**config.mk**
```make
export PLATFORM = sky130hd
export DESIGN_NAME = ext_obi_dma
export DESIGN_NICKNAME = d
export VERILOG_FILES = /design/src/rtl/ext_obi_dma.sv
export SDC_FILE = /design/constraint.sdc
export NUM_CORES = 1
export LEC_CHECK = 0
export ABC_CLOCK_PERIOD_IN_PS = 7500
export CAP_MARGIN = 20
export CORE_ASPECT_RATIO = 1.75
export CORE_MARGIN = 2
export CORE_UTILIZATION = 40
export CTS_CLUSTER_DIAMETER = 150
export DETAILED_ROUTE_END_ITERATION = 12
export PLACE_DENSITY = 0.69
export SYNTH_ARGS = -nofsm -noshare
export SYNTH_HDL_FRONTEND = slang
export SYNTH_SLANG_ARGS = --single-unit
```
**constraint.sdc**
```tcl
create_clock -name clk_i -period 7.5 [get_ports clk_i]
set_clock_uncertainty 0.15 [all_clocks]
set_input_delay 1.5 -clock clk_i [delete_from_list [all_inputs] [get_ports clk_i]]
set_output_delay 1.5 -clock clk_i [all_outputs]
set_load 0.1 [all_outputs]
```
**src/rtl/ext_obi_dma.sv**
```systemverilog
// ext_obi_dma: single-channel word-copy DMA with a register slave port and one OBI master port.
// Optional: define EXT_OBI_DMA_ABORT_EN to enable CTRL.ABORT / STATUS.ABORTED.

package ext_obi_dma_pkg;
   typedef struct packed {
      logic        valid;
      logic        write;
      logic [3:0]  wstrb;
      logic [31:0] addr;
      logic [31:0] wdata;
   } reg_req_t;

   typedef struct packed {
      logic [31:0] rdata;
      logic        error;
      logic        ready;
   } reg_rsp_t;

   typedef struct packed {
      logic        req;
      logic        we;
      logic [3:0]  be;
      logic [31:0] addr;
      logic [31:0] wdata;
   } obi_req_t;

   typedef struct packed {
      logic        gnt;
      logic        rvalid;
      logic [31:0] rdata;
   } obi_resp_t;
endpackage

module ext_obi_dma
   import ext_obi_dma_pkg::*;
#(
   parameter int unsigned ADDR_OFFSET_W = 5,
   parameter int unsigned LEN_W         = 16
) (
   input  logic      clk_i,
   input  logic      rst_i,
   input  reg_req_t  reg_req_i,
   output reg_rsp_t  reg_rsp_o,
   output obi_req_t  master_req_o,
   input  obi_resp_t master_resp_i,
   output logic      irq_o
);

   typedef enum logic [2:0] {IDLE, RD_REQ, RD_WAIT, WR_REQ, WR_WAIT, FINISH} state_e;

   function automatic logic [31:0] apply_strb(input logic [31:0] old_v,
                                              input logic [31:0] new_v,
                                              input logic [3:0]  strb);
      logic [31:0] r;
      for (int b = 0; b < 4; b++)
         r[b*8 +: 8] = strb[b] ? new_v[b*8 +: 8] : old_v[b*8 +: 8];
      return r;
   endfunction

   state_e           state_q;
   logic [31:0]      src_q, src_d, dst_q, dst_d;
   logic [LEN_W-1:0] len_q, len_d, rem_q;
   logic             irq_en_q, irq_en_d, done_q, done_d, irq_q;
   logic [31:0]      wsrc_q, wdst_q, hold_q, addr_q;
   logic             req_q, we_q;
   logic [3:0]       be_q;

   logic [ADDR_OFFSET_W-1:0] off;
   logic [2:0]       widx;
   logic             off_err, wr_en, busy, ctrl_wr, stat_wr, start;
   logic             abort_now, aborted_rd;
   logic             unused_addr;

   assign off         = reg_req_i.addr[ADDR_OFFSET_W-1:0];
   assign widx        = off[4:2];
   assign off_err     = 32'(off) > 32'h10;
   assign wr_en       = reg_req_i.valid & reg_req_i.write & ~off_err;
   assign busy        = (state_q != IDLE);
   assign ctrl_wr     = wr_en & (widx == 3'd3) & reg_req_i.wstrb[0];
   assign stat_wr     = wr_en & (widx == 3'd4) & reg_req_i.wstrb[0];
   assign start       = ctrl_wr & reg_req_i.wdata[0] & ~busy;
   assign unused_addr = ^reg_req_i.addr[31:ADDR_OFFSET_W];

`ifdef EXT_OBI_DMA_ABORT_EN
   logic abort_q, aborted_q, abort_wr;

   assign abort_wr   = ctrl_wr & reg_req_i.wdata[2] & busy;
   assign abort_now  = abort_q | abort_wr;
   assign aborted_rd = aborted_q;

   // Abort request is held until the FSM reaches a word boundary and passes through FINISH.
   always_ff @(posedge clk_i or posedge rst_i) begin
      if (rst_i) begin
         abort_q   <= 1'b0;
         aborted_q <= 1'b0;
      end else if (state_q == FINISH) begin
         abort_q   <= 1'b0;
         aborted_q <= abort_q | abort_wr;
      end else begin
         if (abort_wr) abort_q <= 1'b1;
         if (start)    aborted_q <= 1'b0;
      end
   end
`else
   assign abort_now  = 1'b0;
   assign aborted_rd = 1'b0;
`endif

   always_comb begin
      src_d    = src_q;
      dst_d    = dst_q;
      len_d    = len_q;
      irq_en_d = irq_en_q;
      done_d   = done_q;
      if (wr_en && !busy && widx == 3'd0)
         src_d = apply_strb(src_q, reg_req_i.wdata, reg_req_i.wstrb);
      if (wr_en && !busy && widx == 3'd1)
         dst_d = apply_strb(dst_q, reg_req_i.wdata, reg_req_i.wstrb);
      if (wr_en && !busy && widx == 3'd2) begin
         len_d      = LEN_W'(apply_strb(32'(len_q), reg_req_i.wdata, reg_req_i.wstrb));
         len_d[1:0] = 2'b00;
      end
      if (ctrl_wr)
         irq_en_d = reg_req_i.wdata[1];
      if (stat_wr && reg_req_i.wdata[1])
         done_d = 1'b0;
      // Completion outranks a same-cycle software clear.
      if (state_q == FINISH)
         done_d = 1'b1;
   end

   always_comb begin
      reg_rsp_o       = '0;
      reg_rsp_o.ready = 1'b1;
      reg_rsp_o.error = reg_req_i.valid & off_err;
      if (!off_err) begin
         case (widx)
            3'd0:    reg_rsp_o.rdata = src_q;
            3'd1:    reg_rsp_o.rdata = dst_q;
            3'd2:    reg_rsp_o.rdata = 32'(len_q);
            3'd3:    reg_rsp_o.rdata = {30'b0, irq_en_q, 1'b0};
            3'd4:    reg_rsp_o.rdata = {29'b0, aborted_rd, done_q, busy};
            default: reg_rsp_o.rdata = '0;
         endcase
      end
   end

   assign master_req_o = '{req: req_q, we: we_q, be: be_q, addr: addr_q, wdata: hold_q};
   assign irq_o        = irq_q;

   always_ff @(posedge clk_i or posedge rst_i) begin
      if (rst_i) begin
         state_q  <= IDLE;
         src_q    <= '0;
         dst_q    <= '0;
         len_q    <= '0;
         irq_en_q <= 1'b0;
         done_q   <= 1'b0;
         irq_q    <= 1'b0;
         wsrc_q   <= '0;
         wdst_q   <= '0;
         rem_q    <= '0;
         hold_q   <= '0;
         addr_q   <= '0;
         req_q    <= 1'b0;
         we_q     <= 1'b0;
         be_q     <= '0;
      end else begin
         src_q    <= src_d;
         dst_q    <= dst_d;
         len_q    <= len_d;
         irq_en_q <= irq_en_d;
         done_q   <= done_d;
         irq_q    <= done_q & irq_en_q;
         case (state_q)
            IDLE: begin
               if (start) begin
                  if (len_q != '0) begin
                     wsrc_q  <= src_q;
                     wdst_q  <= dst_q;
                     rem_q   <= len_q;
                     req_q   <= 1'b1;
                     we_q    <= 1'b0;
                     be_q    <= 4'hF;
                     addr_q  <= src_q & 32'hFFFF_FFFC;
                     state_q <= RD_REQ;
                  end else begin
                     state_q <= FINISH;
                  end
               end
            end
            // Request fields are frozen until the grant is seen.
            RD_REQ: begin
               if (master_resp_i.gnt) begin
                  req_q   <= 1'b0;
                  state_q <= RD_WAIT;
               end else if (abort_now) begin
                  req_q   <= 1'b0;
                  state_q <= FINISH;
               end
            end
            RD_WAIT: begin
               if (master_resp_i.rvalid) begin
                  hold_q <= master_resp_i.rdata;
                  if (abort_now) begin
                     state_q <= FINISH;
                  end else begin
                     req_q   <= 1'b1;
                     we_q    <= 1'b1;
                     addr_q  <= wdst_q & 32'hFFFF_FFFC;
                     state_q <= WR_REQ;
                  end
               end
            end
            WR_REQ: begin
               if (master_resp_i.gnt) begin
                  req_q   <= 1'b0;
                  state_q <= WR_WAIT;
               end
            end
            WR_WAIT: begin
               if (master_resp_i.rvalid) begin
                  wsrc_q <= wsrc_q + 32'd4;
                  wdst_q <= wdst_q + 32'd4;
                  rem_q  <= rem_q - LEN_W'(4);
                  if (rem_q == LEN_W'(4) || abort_now) begin
                     state_q <= FINISH;
                  end else begin
                     req_q   <= 1'b1;
                     we_q    <= 1'b0;
                     addr_q  <= (wsrc_q + 32'd4) & 32'hFFFF_FFFC;
                     state_q <= RD_REQ;
                  end
               end
            end
            FINISH:  state_q <= IDLE;
            default: state_q <= IDLE;
         endcase
      end
   end

endmodule

```
## Word level (Yosys, flattened, before mapping)

Index checks and enable logic that the tools add are counted.

- Equal/unequal tests: 18
- Order comparisons: 1
- Muxes and demuxes: 42
- Reduce and logical (&&, ||, !) cells: 31
- Bitwise gates (word level): 12
- $add $sub $neg: 3

Operators by type and width:

| operator | number |
|---|---|
| $mux 32 | 12 |
| $pmux 32 s5 | 1 |
| $pmux 32 s2 | 2 |
| $pmux 32 s3 | 1 |
| $add 32x3->32 const B | 2 |
| $mux 16 | 3 |
| $pmux 16 s2 | 1 |
| $reduce_and 2->1 | 11 |
| $mux 3 | 7 |
| $eq 16x3->1 const B | 1 |
| $reduce_bool 16->1 | 1 |
| $sub 16x3->16 const B | 1 |
| $pmux 3 s5 | 1 |
| $ne 2x2->1 const B | 7 |
| $eq 3x2->1 const B | 4 |
| $mux 1 | 12 |
| $and 1x1->1 | 10 |
| $eq 3x3->1 const B | 3 |
| $reduce_and 7->1 | 1 |
| $eq 3x1->1 const B | 2 |
| $logic_not 3->1 | 2 |
| $reduce_and 6->1 | 1 |
| $reduce_bool 3->1 | 2 |
| $gt 5x5->1 const B | 1 |
| 12 further kinds | 18 |

- Logic and storage cells: 129
- Register bits after elaboration: 231
- Input port bits: 106
- Output and inout port bits: 105

## Depth between registers and ports, before layout

- Depth after elaboration: 9
- Depth in mapped cells: 9
- Gate-level depth less buffers: 8

## Least setup slack after synthesis

OpenSTA, ideal clock, no wires.

- Path kind: input to output
- Start: input port reg_req_i[34] (netlist name)
- End: output port reg_rsp_o[2] (netlist name)
- Data arrival time: 4302 ps
- Path buffers: 1
- Cell stages on the path: 3
- Slack: 1548 ps
- Data required time: 5850 ps
- Cells stage by stage: buf_1 o41a_1 nor3_1

RTL lines:

| element | RTL line | text |
|---|---|---|
| start: declaration | 42 | `input reg_req_t reg_req_i,` |
| end: declaration | 43 | `output reg_rsp_t reg_rsp_o,` |

==> reports/summary.json <==
{
  "net_count_final": 1413,
  "final_min_period_over_clock_period": 0.739,
  "cp.arrival_ns": 3.89,
  "drv_cap": 0,
  "number_of_antenna_violations_at_the_first_check_in_global_routing": 0,
  "timing.hold.ws_ns": 0.345,
  "rsz_0062_raised_after_global_routing": "no",
  "initial_utilization": 0.405,
  "grt_max_degree": 174,
  "post_cts_buffers": 0,
  "ys_seq_area_frac": 0.483,
  "worst_hold_startpoint": "addr_q[31]",
  "cts-resized-gates": 0,
  "cp-start-kind": "input pin",
  "timing_worst_slew_pin_value_ns": 1.08,
  "drtAntennaViolNets": 0,
  "placeableCoreArea_sq_mm": 0.0285,
  "grt_first_pass_wirelength_um": 54700,
  "synth_edf_count": 0,
  "cts.sink_count": 223,
  "reg2reg_start": "state_q[2]",
  "timing.critical_path.to_type": "output pin",
  "n_fill_cell": 2700,
  "worst-endpoint-required_ns": 5.85,
  "worst_slew_margin": 0.279,
  "detailedRoute.firstPassIterationCount": 5,
  "period_minus_slack_ns": 5.54,
  "finalHoldViolations": 0,
  "drtIter0Drc": 726,
  "post_route_standard_cell_area_excluding_fillers_sq_mm": 0.0143,
  "grt_pass1_vias": 9744,
  "final-max-slew-violation-count": 0,
  "worst_slack_ns": 1.96,
  "area_overhead_vs_synth_pct": 24.0,
  "wl_met2_um": 19000,
  "cts.htree.levels": 1,
  "synth_seq_cells": 223,
  "design.portCount": 211,
  "yosysUniqueCellTypes": 65,
  "die-height_um": 229,
  "die_width_um": 132,
  "r2r_cells": 7,
  "design.die.area_sq_mm": 0.0303,
  "globalRoute.totalOverflow": 0,
  "postSynthCellCount": 1171,
  "clock_insertion_delay_worst_skew_ns": 0.52,
  "top_layer": "met4",
  "cts_buffers": 24,
  "grt_usage": 0.224,
  "run_status": "finished clean",
  "ys_dominant_reg_cell": "sky130_fd_sc_hd__dfrtp_1",
  "achievable-frequency_ghz": 0.180,
  "critical_path_start": "reg_req_i[36]",
  "avgViaCountPerCell": 5.84,
  "cts_hold_repair.buffers": 0,
  "rows": 82,
  "detailed_place.area_sq_mm": 0.0135,
  "worst_ir_drop_vdd_uv": 478,
  "wl_per_cell_um": 20.5,
  "fin_setup_tns_ns": 0,
  "number_of_cells_traversed_by_the_worst_hold_path": 1,
  "hp-class": "reg -> reg",
  "place.gp.congestion": 0.894,
  "met1_length_um": 12200,
  "synth_top_cell_by_area": "sky130_fd_sc_hd__dfrtp_1",
  "layout-drive-gt1-share": 0.167,
  "post-place-ws_ns": 1.97,
  "detailedPlacementHpwl_um": 24700,
  "placed_cells": 1655,
  "finalWirelength_um": 34800,
  "numPortBuffers": 180,
  "synthesis_warnings": 0,
  "length_of_routed_met3_wiring_um": 1610,
  "post_synth.cell_area_avg_sq_um": 9.87,
  "antenna_cells_inserted": 0,
  "crit_fanout": 13,
  "finalNonFillerCells": 1697,
  "clk_root_buffer_cell": "sky130_fd_sc_hd__clkbuf_16",
  "post_synth_main_area_contributors": "sky130_fd_sc_hd__dfrtp_1, sky130_fd_sc_hd__mux2_2, sky130_fd_sc_hd__a21oi_1",
  "clk_pin_slew_ns": 0.06,
  "power.density_mw_per_mm2": 527,
  "cts_max_path_buffers": 3,
  "most_frequent_cell_after_synthesis": "sky130_fd_sc_hd__dfrtp_1",
  "p_leak_uw": 0.00594,
  "timing.setup.critical_path_class": "in -> out",
  "drc": 0,
  "postSynth.asyncResetShare": 1.00,
  "tritoncts": "done",
  "synth_largest_type_area_fraction": 0.483,
  "cell_types_with_the_highest_counts_after_synthesis": "sky130_fd_sc_hd__dfrtp_1, sky130_fd_sc_hd__nor2_1, sky130_fd_sc_hd__mux2_2, sky130_fd_sc_hd__a21oi_1, sky130_fd_sc_hd__nand2_1",
  "dr_total_vias": 9902,
  "synthesis.area_sq_mm": 0.0116,
  "setup_violations": 0
}
state kept, by name, indices dropped and copies added, names as in the netlist:
signal,flops
addr_q,30
done_q,1
irq_en_q,1
we_q,1
dst_q,32
wsrc_q,30
be_q,1
src_q,32
len_q,14
rem_q,14
irq_o,1
wdst_q,30
state_q,3
hold_q,32
req_q,1
kinds of logic after synthesis:
logic type | share of synthesized area
multiplexers | 0.125
flip-flops | 0.483
adder cells (fa/ha/maj) | 0.00433
XOR/XNOR | 0.0205
other | 0.000650
AO/OA/AOI/OAI | 0.183
AND/OR/NAND/NOR | 0.143
buffers and inverters | 0.0407
cell type report:
| class | count | area (sq um) | area share |
|---|---|---|---|
| clock buffers | 34 | 709 | 0.0495 |
| clock inverters | 8 | 104 | 0.00725 |
| inverters | 14 | 56.3 | 0.00393 |
| multi-input cells | 843 | 5540 | 0.387 |
| flip-flops and latches | 223 | 5580 | 0.389 |
| well taps | 378 | 473 | 0.0330 |
| repair buffers | 197 | 1860 | 0.130 |
power by group:
part / leakage (uW) / switching, uW / total (uW) / internal, uW
logic: 0.00273 / 2790 / 4030 / 1230
registers: 0.00281 / 569 / 2310 / 1740
clock network: 0.000400 / 494 / 1220 / 728
total: 0.00594 / 3850 / 7550 / 3700
stage by stage:
stage / util / power [uW]
floorplan: - / 5310
global placement: 0.474 / 6260
detailed placement: 0.474 / 6350
CTS: 0.502 / 7580
global route: 0.502 / 7950
finish: 0.502 / 7550
worst paths after layout:
path | end | slack, ns
max | reg_rsp_o[1] | 1.96
min | addr_q[31] | 0.35
max reg2reg | addr_q[15] | 4.38
min reg2reg | addr_q[31] | 0.35
max in group asynchronous | len_q[9] | 4.46
min in group asynchronous | src_q[23] | 1.39
critical path, stage by stage:
cell	delay [ns]
sky130_fd_sc_hd__clkdlybuf4s50_1	0.80
sky130_fd_sc_hd__o41a_1	0.31
sky130_fd_sc_hd__and2_1	0.15
sky130_fd_sc_hd__clkdlybuf4s50_1	1.13
routing by layer:
metal / track usage / up-vias
met1: 0.248 / 4926
met5: 0 / -
met4: 0.113 / 0
met3: 0.0217 / 95
met2: 0.420 / 345
li1: - / 4536
cells in the final DEF, fill, tap and decap left out, types with 5 or more instances in the layout:
cell / netlist / routed
sky130_fd_sc_hd__o22ai_1: 22 / 22
sky130_fd_sc_hd__o2bb2ai_1: 13 / 13
sky130_fd_sc_hd__and4_1: 6 / 6
sky130_fd_sc_hd__nand2_1: 99 / 99
sky130_fd_sc_hd__clkbuf_16: 0 / 25
sky130_fd_sc_hd__o21ai_1: 7 / 7
sky130_fd_sc_hd__xnor2_1: 14 / 14
sky130_fd_sc_hd__nor3_1: 18 / 16
sky130_fd_sc_hd__xor2_1: 13 / 13
sky130_fd_sc_hd__mux2i_1: 17 / 17
sky130_fd_sc_hd__o21ai_0: 54 / 54
sky130_fd_sc_hd__nand4_1: 19 / 19
sky130_fd_sc_hd__clkdlybuf4s50_1: 0 / 148
sky130_fd_sc_hd__clkbuf_8: 0 / 5
sky130_fd_sc_hd__and2_1: 5 / 5
sky130_fd_sc_hd__nand3_1: 25 / 25
sky130_fd_sc_hd__nor4_1: 11 / 11
sky130_fd_sc_hd__a22oi_1: 28 / 27
sky130_fd_sc_hd__o22a_1: 6 / 6
sky130_fd_sc_hd__a21oi_1: 111 / 111
sky130_fd_sc_hd__nor2b_1: 5 / 5
sky130_fd_sc_hd__a22o_1: 22 / 21
sky130_fd_sc_hd__a221oi_1: 9 / 9
sky130_fd_sc_hd__or3_1: 7 / 6
sky130_fd_sc_hd__a31oi_1: 24 / 24
sky130_fd_sc_hd__inv_1: 14 / 13
sky130_fd_sc_hd__a2bb2oi_1: 13 / 13
sky130_fd_sc_hd__mux2_2: 112 / 112
sky130_fd_sc_hd__nor2_1: 119 / 119
sky130_fd_sc_hd__buf_4: 8 / 48
sky130_fd_sc_hd__and3_1: 7 / 7
sky130_fd_sc_hd__dfrtp_1: 223 / 223
(Power assumes the default switching activity.)
